## src/rtl/systolic_pkg.sv

```systemverilog
// Shared types and sizing helpers for the systolic array feeder.
package systolic_pkg;

    localparam int N_DEF         = 4;
    localparam int DW_DEF        = 8;
    localparam int KW_DEF        = 8;
    localparam int SKEW_STEP_DEF = 2;

    typedef enum logic [2:0] {
        ST_IDLE,
        ST_CLR,
        ST_FEED,
        ST_FLUSH,
        ST_DONE
    } state_t;

    // Beats of zero padding needed to drain the deepest skew lane through the
    // far corner PE: output register, A_reg, accumulate, C_out.
    function automatic int flush_len(input int n, input int skew_step);
        return 2 * skew_step * (n - 1) + 4;
    endfunction

endpackage

```

## src/rtl/skew_line.sv

```systemverilog
// Enable-gated shift chain of DEPTH registers; zero select pushes 0 instead of din.
module skew_line #(
    parameter int DEPTH = 1,
    parameter int DW    = 8
) (
    input  logic          clk,
    input  logic          rst_n,
    input  logic          en,
    input  logic          zero,
    input  logic [DW-1:0] din,
    output logic [DW-1:0] dout
);

    logic [DW-1:0] stage [DEPTH];

    always_ff @(posedge clk) begin
        if (!rst_n) begin
            for (int s = 0; s < DEPTH; s++) stage[s] <= '0;
        end else if (en) begin
            stage[0] <= zero ? '0 : din;
            for (int s = 1; s < DEPTH; s++) stage[s] <= stage[s-1];
        end
    end

    assign dout = stage[DEPTH-1];

endmodule

```

## src/rtl/systolic_feeder.sv

```systemverilog
// Tile sequencer and per-lane skew for the west/north edges of an NxN PE array.
//
// state    | meaning
// ---------+-----------------------------------------------------------
// ST_IDLE  | waiting for start; array idle
// ST_CLR   | one cycle of accumulator clear
// ST_FEED  | accepting K slices; array advances only on handshake
// ST_FLUSH | pushing zeros until the far corner PE has its final C_out
// ST_DONE  | one-cycle done pulse, busy drops on the following edge
module systolic_feeder
    import systolic_pkg::*;
#(
    parameter int N         = N_DEF,
    parameter int DW        = DW_DEF,
    parameter int KW        = KW_DEF,
    parameter int SKEW_STEP = SKEW_STEP_DEF
) (
    input  logic          clk,
    input  logic          rst_n,
    input  logic          start,
    input  logic [KW-1:0] k_len,
    output logic          busy,
    output logic          done,
    input  logic          in_valid,
    output logic          in_ready,
    input  logic [N*DW-1:0] in_a,
    input  logic [N*DW-1:0] in_b,
    output logic          arr_en,
    output logic          arr_rst_n,
    output logic [N*DW-1:0] a_edge,
    output logic [N*DW-1:0] b_edge
);

    localparam int FLUSH_LEN = flush_len(N, SKEW_STEP);
    localparam int FW        = $clog2(FLUSH_LEN + 1);

    state_t        state;
    logic [KW-1:0] k_lat;
    logic [KW-1:0] slice_cnt;
    logic [FW-1:0] flush_cnt;
    logic          zero_push;

    // arr_en must follow in_valid in the same cycle so a stall freezes the
    // whole array and the skew chains together.
    assign arr_en    = (in_ready && in_valid) || (state == ST_FLUSH);
    assign zero_push = (state == ST_FLUSH);
    assign arr_rst_n = rst_n && (state != ST_CLR);

    always_ff @(posedge clk) begin
        if (!rst_n) begin
            state     <= ST_IDLE;
            k_lat     <= '0;
            slice_cnt <= '0;
            flush_cnt <= '0;
            busy      <= 1'b0;
            done      <= 1'b0;
            in_ready  <= 1'b0;
        end else begin
            done <= 1'b0;
            case (state)
                ST_IDLE: begin
                    if (start) begin
                        k_lat <= k_len;
                        busy  <= 1'b1;
                        state <= ST_CLR;
                    end
                end
                ST_CLR: begin
                    slice_cnt <= '0;
                    flush_cnt <= '0;
                    if (k_lat == '0) begin
                        state <= ST_FLUSH;
                    end else begin
                        state    <= ST_FEED;
                        in_ready <= 1'b1;
                    end
                end
                ST_FEED: begin
                    if (in_valid) begin
                        if (slice_cnt == k_lat - KW'(1)) begin
                            state    <= ST_FLUSH;
                            in_ready <= 1'b0;
                        end else begin
                            slice_cnt <= slice_cnt + KW'(1);
                        end
                    end
                end
                ST_FLUSH: begin
                    if (flush_cnt == FW'(FLUSH_LEN - 1)) begin
                        state <= ST_DONE;
                        done  <= 1'b1;
                    end else begin
                        flush_cnt <= flush_cnt + FW'(1);
                    end
                end
                ST_DONE: begin
                    busy  <= 1'b0;
                    state <= ST_IDLE;
                end
                default: state <= ST_IDLE;
            endcase
        end
    end

    // Lane i is delayed SKEW_STEP*i beats beyond the common output register.
    for (genvar i = 0; i < N; i++) begin : g_lane
        skew_line #(
            .DEPTH (SKEW_STEP * i + 1),
            .DW    (DW)
        ) u_skew_a (
            .clk   (clk),
            .rst_n (rst_n),
            .en    (arr_en),
            .zero  (zero_push),
            .din   (in_a[i*DW +: DW]),
            .dout  (a_edge[i*DW +: DW])
        );

        skew_line #(
            .DEPTH (SKEW_STEP * i + 1),
            .DW    (DW)
        ) u_skew_b (
            .clk   (clk),
            .rst_n (rst_n),
            .en    (arr_en),
            .zero  (zero_push),
            .din   (in_b[i*DW +: DW]),
            .dout  (b_edge[i*DW +: DW])
        );
    end

endmodule

```

## config.mk

```make
export PLATFORM = sky130hd
export DESIGN_NAME = systolic_feeder
export DESIGN_NICKNAME = d
export VERILOG_FILES = /design/src/rtl/systolic_pkg.sv /design/src/rtl/skew_line.sv /design/src/rtl/systolic_feeder.sv
export SDC_FILE = /design/constraint.sdc
export NUM_CORES = 1
export LEC_CHECK = 0
export CORE_MARGIN = 10
export CORE_UTILIZATION = 35
export DETAILED_ROUTE_END_ITERATION = 8
export GPL_TIMING_DRIVEN = 0
export PLACE_DENSITY_LB_ADDON = 0.15
export SLEW_MARGIN = 20
export SYNTH_ARGS = -nofsm -noshare
export SYNTH_HDL_FRONTEND = slang
export SYNTH_SLANG_ARGS = --single-unit
```

## constraint.sdc

```tcl
create_clock -name clk -period 11.8 [get_ports clk]
set_input_delay 1.77 -clock clk [delete_from_list [all_inputs] [get_ports clk]]
set_output_delay 1.77 -clock clk [all_outputs]
set_load 0.05 [all_outputs]
```

Word level (Yosys, flattened, before mapping)
Memory sizes are Yosys's and may differ from the RTL's. Index checks and enable logic that the tools add are counted.

RAM bits: 256. Memories: 8. Flip-flop bits (word level): 27. Output and inout port bits: 69.

Memories: g_lane[3].u_skew_a.stage (words 7, bits a word 8, rd ports 7, clocked after memory_dff 0, write ports 7, line skew_line.sv:14) `logic [DW-1:0] stage [DEPTH];`; g_lane[3].u_skew_b.stage (words 7, bits a word 8, rd ports 7, clocked after memory_dff 0, write ports 7, line skew_line.sv:14); g_lane[2].u_skew_a.stage (words 5, bits a word 8, rd ports 5, clocked after memory_dff 0, write ports 5, line skew_line.sv:14); g_lane[2].u_skew_b.stage (words 5, bits a word 8, rd ports 5, clocked after memory_dff 0, write ports 5, line skew_line.sv:14); g_lane[1].u_skew_a.stage (words 3, bits a word 8, rd ports 3, clocked after memory_dff 0, write ports 3, line skew_line.sv:14); g_lane[1].u_skew_b.stage (words 3, bits a word 8, rd ports 3, clocked after memory_dff 0, write ports 3, line skew_line.sv:14); +2 memories.

Mux-type cells: 64. Reduce and logical (&&, ||, !) cells: 17. Bitwise logic cells: 30. Equality and inequality tests: 14. $add $sub $neg: 3.

Operators with widths (number): $mux 8 (42); $or 1x1->1 (30); $pmux 8 s2 (1); $reduce_or 8->1 (2); $ne 2x2->1 const B (7); $mux 1 (12); $mux 3 (4); $pmux 3 s4 (1); $pmux 5 s2 (1); $add 8x1->8 const B (1); $eq 8x8->1 (1); $logic_not 8->1 (1); $reduce_and 2->1 (4); $reduce_and 4->1 (2); $sub 8x1->8 const B (1); $eq 3x2->1 const B (2); $reduce_bool 2->1 (3); $add 5x1->5 const B (1); $eq 5x4->1 const B (1); $mux 5 (1); $pmux 1 s2 (2); $eq 3x1->1 const B (1); $eq 3x3->1 const B (1); $logic_not 3->1 (1); 4 further kinds (5).

Logic depth before layout (Yosys ltp)
Gate-level depths: netlist of the first run.

Depth after elaboration: 7. Mapped depth: 9.

By module
A second synthesis of the first run with hierarchy kept.

Cell total of the unflattened synthesis: 773. Area total of the unflattened synthesis: 11573.6 sq um.

By module, submodules not included: skew_line at g_lane[3].u_skew_a ... (area each 2155.8 sq um, instances 2, sequential area each 1681.6 sq um, cells each 124); skew_line at g_lane[2].u_skew_a ... (area each 1590.3 sq um, instances 2, sequential area each 1201.2 sq um, cells each 97); skew_line at g_lane[1].u_skew_a ... (area each 992.2 sq um, instances 2, sequential area each 720.7 sq um, cells each 61); systolic_feeder (area each 1443.9 sq um, instances 1, sequential area each 540.5 sq um, cells each 175); skew_line at g_lane[0].u_skew_a ... (area each 326.6 sq um, instances 2, sequential area each 240.2 sq um, cells each 17).

Worst setup path after synthesis of the first run
Ideal clock, no wire load.

Kind: input port to flip-flop. Start point: in rst_n. End point: mem g_lane[0].u_skew_a.stage[0][0] (enable). Stages on the path: 4. Slack: 3179 ps. Arrival time: 6653 ps. Setup time: 1968 ps. Path through: clkbuf_1 > clkbuf_1 > clkbuf_1 > nand2_1.

Word-level cells in the longest chain between the ends: 4.

Ends and longest elaborated chain: start, declared (line systolic_feeder.sv:19) `input logic rst_n,`; $mux 1 (line skew_line.sv:17) `if (!rst_n) begin`; $mux 1 (line skew_line.sv:20) `stage[0] <= zero ? '0 : din;`; $reduce_or 8->1 (no line); $mux 1 (no line) *; end, declared (line skew_line.sv:14).

Every way passes the cells marked *; elsewhere a longest branch is shown, timed or not.

Worst setup path after layout of the first run
Start point: in in_valid. End point: out arr_en.

Word-level cells in the longest chain between the ends: 2.

Ends and longest elaborated chain: start, declared (line systolic_feeder.sv:24) `input logic in_valid,`; $logic_and 1x1->1 (line systolic_feeder.sv:45) `assign arr_en = (in_ready && in_valid) || (state == ST_FLUSH);`; $logic_or 1x1->1 (line systolic_feeder.sv:45); end, declared (line systolic_feeder.sv:28) `output logic arr_en,`.

Every way passes these cells.

==> results of run 1 <==
-- report_power, final --
part           internal (W)  total, W  switching [W]
sequential          0.00121   0.00123      0.0000255
clock              0.000480  0.000861       0.000381
combinational      0.000122  0.000342       0.000220
total               0.00181   0.00244       0.000627
-- critical path, delay by kind of cell --
kind,cells,cell delay (ns)
AO/OA/AOI/OAI,1,0.16
buffers and inverters,4,1.83
-- layer usage --
| metal | global-route usage [%] | vias to the layer above |
|---|---|---|
| met2 | 17.8 | 122 |
| li1 | - | 3180 |
| met5 | 0 | - |
| met3 | 3.24 | 39 |
| met1 | 13.1 | 2983 |
| met4 | 3.22 | 0 |
-- flip-flops by register name, summed over array words and instances, names as in the netlist --
name                   cells
in_ready                   1
state                      3
done                       1
g_lane.u_skew_a.stage    128
flush_cnt                  5
slice_cnt                  8
k_lat                      8
busy                       1
g_lane.u_skew_b.stage    128
-- area by class of cell --
class	instances	area [um^2]
buffer	87	459
clock buffer	35	791
clock inverter	23	123
fill	2846	17400
inverter	7	26.3
multi-input combinational	399	2500
sequential	283	8230
tap	402	503
timing repair buffer	148	1550
-- layout by cell type, fill, tap and decap left out, drive strengths merged, types with 11 or more instances in the layout --
cell type / count
edfxtp: 256
and3: 180
clkdlybuf4s50: 143
clkbuf: 84
and2: 83
buf: 43
nand2: 34
dfxtp: 27
clkinv: 20
nand3: 11
nor2: 11
-- logic make-up after synthesis --
kind of cell               Yosys count  share of synthesized area (%)
DFF                                283                           73.4
buffers and inverters               94                           4.33
adders and majority gates            4                          0.446
AOI/OAI and AO/OA                   31                           1.93
muxes                                5                          0.446
and+or+nand+nor                    350                           18.7
xor gates and xnor gates             9                          0.703
-- synthesized netlist by cell type (all sizes together) --
library cell  count  share of area [%]
edfxtp          256                 69
and3            180                 10
and2             83                4.6
clkbuf           49                1.6
buf              38                2.5
nand2            34                1.1
dfxtp            27                4.8
nand3            11               0.49
nor2             11               0.44
a21boi           10               0.67
nand2b            7               0.39
inv               6               0.20
o21ai             6               0.27
xor2              6               0.47
a21oi             5               0.22
mux2i             5               0.45
nand4             5               0.28
nor3              5               0.27
ha                4               0.45
nand3b            3               0.20
nor4              3               0.28
xnor2             3               0.23
nor2b             2               0.11
o211ai            2               0.13
or3               2               0.11
or4               2               0.13
a211o             1              0.078
a211oi            1              0.067
a31o              1              0.078
a31oi             1              0.056
a32oi             1              0.078
clkinv            1              0.033
nor4b             1               0.13
nor4bb            1              0.089
o2111a            1               0.11
o211a             1              0.089
o311ai            1              0.078
-- metrics by stage --
step	std cells	worst slack (ns)	utilization [%]	power [W]	area, um^2
floorplan	776	3.18	-	0.00149	11200
finish	1384	6.25	44.9	0.00244	14200
detailed placement	1326	6.23	42.0	0.00161	13300
global placement	1321	0.0546	41.7	0.00163	13100
global route	1384	6.11	44.9	0.00255	14200
CTS	1384	6.23	44.9	0.00248	14200
-- how the worst max path moves through the flow --
| stage | startpoint | endpoint | slack (ns) | cells past startpoint |
|---|---|---|---|---|
| final | in_valid | arr_en | 6.25 | 5 |
| after global routing | in_valid | arr_en | 6.11 | 5 |
| after CTS | in_valid | arr_en | 6.23 | 5 |
| after detailed placement | in_valid | arr_en | 6.23 | 5 |
| after global placement | rst_n | g_lane[0].u_skew_a.stage[0][3] | 0.05 | 4 |
| after floorplan | rst_n | g_lane[0].u_skew_a.stage[0][0] | 3.18 | 4 |
==> metrics.cfg, run 1 <==
[timing]
tightest_slew_ns = 0.628
max_slew_margin_pct = 58.2
timing_hold_violations_final = 0
slew_viol_final = 0
fmax_ghz = 0.180
finalSetupViolCount = 0
holdWs_ns = 0.473
fin_worst_skew_ns = 0.00595
tns_ns = 0
rsz0062_at_grt = false
period_needed_ns = 5.55
fin_crit_sh_pct = 47.0

[clocking]
clock_path_buffers = 3
path_clk_slew_ns = 0.06
cts_inserted_buffers = 31
cts-root-buf = clkbuf_16
ctsResizeCount = 0
clock_sink_count = 283
clock_latency_ns = 0.56
cts_tree = yes
htreeDepth = 1
hold_buffers = 0
cts_post_setup_buffers_inserted = 0

[critical_path]
r2r_end = g_lane[3].u_skew_b.stage[0][2]
crit_top_cell = clkdlybuf4s50_1
critPathMaxStageDelay_ns = 0.87
r2r_cells = 9
cp_data_required_time_ns = 10.03
r2r_slack_ns = 9.13
critPathMaxFanout = 10
cp-start-kind = input port
arrival_ns = 3.78
path_cells = clkdlybuf4s50_1 -> a21oi_1 -> inv_2 -> clkbuf_1 -> clkdlybuf4s50_1
reg2reg_from = state[0]
crit_path_end_kind = output port
critical_path_class = in -> out
crit_slowest_cell = clkdlybuf4s50_1

[routing]
vias = 6324
dr_wl_met3_um = 1450
wl_per_cell_um = 15.6
wl_met1_um = 9260
drtIter0Drc = 354
route.met2.wl_um = 10500
drc = 0
antenna_left = 0
top_layer_used = met4
wl_um = 21600
dr.pass1.iters = 4
vias_per_cell = 4.57

[pwr]
ir_drop_mv = 0.112
p_per_area_nw_per_um2 = 172
power_leakage_nw = 5.82

[finish]
area_delta_synth_final_pct = 26.5
drive_gt1_share_pct = 9.27
diodes = 0
finalNetCount = 1037

[floorplan]
core_um2 = 31600
die_x_um = 199
dieHeight_um = 199
io-pin-count = 145
placementRows = 65
start_util_pct = 35.5
die_area_um2 = 39600

[logic_synthesis]
seq_area_frac_synth_pct = 73.4
syn_inst = 776
syn_nets = 856
netlist_area_um2 = 11200
ys_ff_latch = 283
ys_types = 44
yosysWarnings = 0
synth_area_per_cell_um2 = 14.4

[global_route]
grt_pass1_wl_um = 33700
first_global_vias = 6111
grt_usage_pct = 10.7
grt_overflow = 0
antenna_found_initial = 1
grt_max_degree = 60

[placed_design]
gp_congestion = 0.731
hpwl_um = 14900
port_buffers = 143

[min_path]
worstHoldPathCells = 2
worstHoldEndpoint = busy
hold_path_class = reg -> reg
hp-start = busy

[job]
drv_cap = 0

[status]
status = completed

(Power assumes the default switching activity.)
==> inputs of run 2 (changes only) <==
- clock period: 11.8 -> 5.6 ns (I/O delays scaled with it)
==> metrics.cfg, run 2 (synthesis results as in run 1) <==
[timing]
tns_ns = 0  ; unchanged
rsz0062_at_grt = false
tightest_slew_ns = 0.670  ; +0.0429 ns
fin_crit_sh_pct = 72.7
fmax_ghz = 0.246
period_needed_ns = 4.07
max_slew_margin_pct = 55.3  ; -2.9 points
timing_hold_violations_final = 0  ; unchanged
finalSetupViolCount = 0  ; unchanged
fin_worst_skew_ns = 0.0132  ; +0.00727 ns
holdWs_ns = 0.491  ; +0.0187 ns
slew_viol_final = 0  ; unchanged
layout_setup_ws_ns = 1.53  ; -4.73 ns

[routing]
vias_per_cell = 4.61  ; +0.95%
wl_per_cell_um = 16.5  ; +5.6%
drc = 0  ; unchanged
drtIter0Drc = 379  ; +7.1%
top_layer_used = met4
antenna_left = 0  ; unchanged
dr_wl_met3_um = 1670  ; +15%
wl_um = 22800  ; +5.4%
route.met2.wl_um = 10100  ; -3.7%
vias = 6375  ; +0.81%
dr.pass1.iters = 5  ; +1
wl_met1_um = 10700  ; +16%

[pwr]
power_leakage_nw = 5.81  ; -0.10%
p_switching_w = 0.00132  ; +110%
clockPowerShare_pct = 36.4  ; +1.1 points
p_comb_share_pct = 13.7  ; -0.3 points
swShare_pct = 25.3  ; -0.40 points
intPower_w = 0.00391  ; +120%
ir_drop_mv = 0.209  ; +88%
seqPwrFrac_pct = 49.9  ; -0.7 points
p_per_area_nw_per_um2 = 369  ; +110%

[global_route]
first_global_vias = 6363  ; +4.1%
grt_max_degree = 94  ; +57%
grt_pass1_wl_um = 35200  ; +4.5%
grt_usage_pct = 11.2  ; +0.44 points
antenna_found_initial = 1  ; unchanged
grt_overflow = 0  ; unchanged

[placed_design]
port_buffers = 143  ; unchanged
dpl_cell_area_um2 = 13200  ; -0.39%
place_ws_ns = 1.69  ; -4.54 ns
gp_congestion = 0.764  ; +4.5%
hpwl_um = 15400  ; +4.0%

[finish]
finalNetCount = 1034  ; -0.29%
mostFrequentLayoutCells = edfxtp_1, and3_1, clkdlybuf4s50_1
fin_area_um2 = 14200  ; about the same
top_regs = g_lane.u_skew_a.stage x128, g_lane.u_skew_b.stage x128
nFillCells = 2919  ; +2.6%
final_common_cell = edfxtp_1
final_util_pct = 44.9  ; about the same
area_delta_synth_final_pct = 26.4  ; about the same
drive_gt1_share_pct = 9.41  ; +0.14 points

[clocking]
hold_buffers = 0  ; unchanged
clock_sink_count = 283  ; unchanged
cts_tree = yes
ctsResizeCount = 0  ; unchanged
clock_path_buffers = 3  ; unchanged
cts-root-buf = clkbuf_16
htreeDepth = 1  ; unchanged
cts_post_setup_buffers_inserted = 0  ; unchanged
clock_latency_ns = 0.54  ; -0.02 ns
path_clk_slew_ns = 0.06  ; about the same
cts_inserted_buffers = 31  ; unchanged

[floorplan]
placementRows = 65  ; unchanged
die_x_um = 199  ; unchanged
core_um2 = 31600  ; unchanged
io-pin-count = 145  ; unchanged
start_util_pct = 35.5  ; unchanged
die_area_um2 = 39600  ; unchanged
dieHeight_um = 199  ; unchanged

[critical_path]
arrival_ns = 3.23  ; -0.55 ns
crit_slowest_cell = clkdlybuf4s50_1
crit_path_end_kind = output port
cp-start-kind = register
critPathMaxStageDelay_ns = 0.92  ; +0.05 ns
critPathMaxFanout = 10  ; unchanged
path_cells = buf_2 -> nand2_1 -> nor2_1 -> a21oi_1 -> inv_2 -> clkbuf_1 -> clkdlybuf4s50_1
critical_path_class = reg -> out
cp_data_required_time_ns = 4.76  ; -5.27 ns

[job]
drv_cap = 0  ; unchanged

[status]
status = completed

[min_path]
hold_path_class = reg -> reg

run 2: cell count changes in the layout (fill, tap and decap cells not counted), sizes merged:
cell / delta
buf: -3
bufinv: +2
clkbuf: +4
clkinv: -7
diode: +2
run 2: per-stage QoR:
stage | std cells | total power (W)
floorplan | 776 | 0.00312
global placement | 1321 | 0.00340
detailed placement | 1323 | 0.00339
CTS | 1380 | 0.00530
global route | 1380 | 0.00546
finish | 1382 | 0.00523
run 2: worst max-delay path: cells and delay by family, from the launching register on:
family | cells | cell delay (ns)
AO/OA/AOI/OAI | 1 | 0.23
AND/OR/NAND/NOR | 2 | 0.47
buffers and inverters | 4 | 1.69
flip-flops | 1 | 0.30
run 2: layout make-up:
type / instances / area (um^2) / area share [%]
antenna: 2 / 5.00 / 0.0353
sequential: 283 / 8230 / 58.1
multi-input combinational: 399 / 2510 / 17.7
clock buffer: 39 / 806 / 5.69
timing repair buffer: 145 / 1490 / 10.5
inverter: 7 / 26.3 / 0.185
clock inverter: 18 / 148 / 1.04
tap: 402 / 503 / 3.55
buffer: 87 / 459 / 3.24
run 2: power by group through the flow:
stage	Sequential [W]	Combinational, W	Clock [W]
after floorplan	0.00276	0.000360	0
after global placement	0.00269	0.000711	0
after detailed placement	0.00265	0.000732	0
after CTS	0.00261	0.000733	0.00196
after global routing	0.00263	0.000776	0.00205
final	0.00261	0.000718	0.00190
run 2: worst paths after layout:
check                                   from                              to  slack, ns  cells after the start
worst min-delay path            slice_cnt[7]                    slice_cnt[7]       0.49                      2
worst max-delay path                state[0]                          arr_en       1.53                      7
worst max register to register      state[0]  g_lane[3].u_skew_b.stage[0][2]       2.98                      9
worst min register to register  slice_cnt[7]                    slice_cnt[7]       0.49                      2
run 2: metal layers:
metal  GRT usage, %  up-vias
met5              0        -
met4           2.83        0
met3           3.51       25
met2           16.9      136
met1           15.2     3034
li1               -     3180
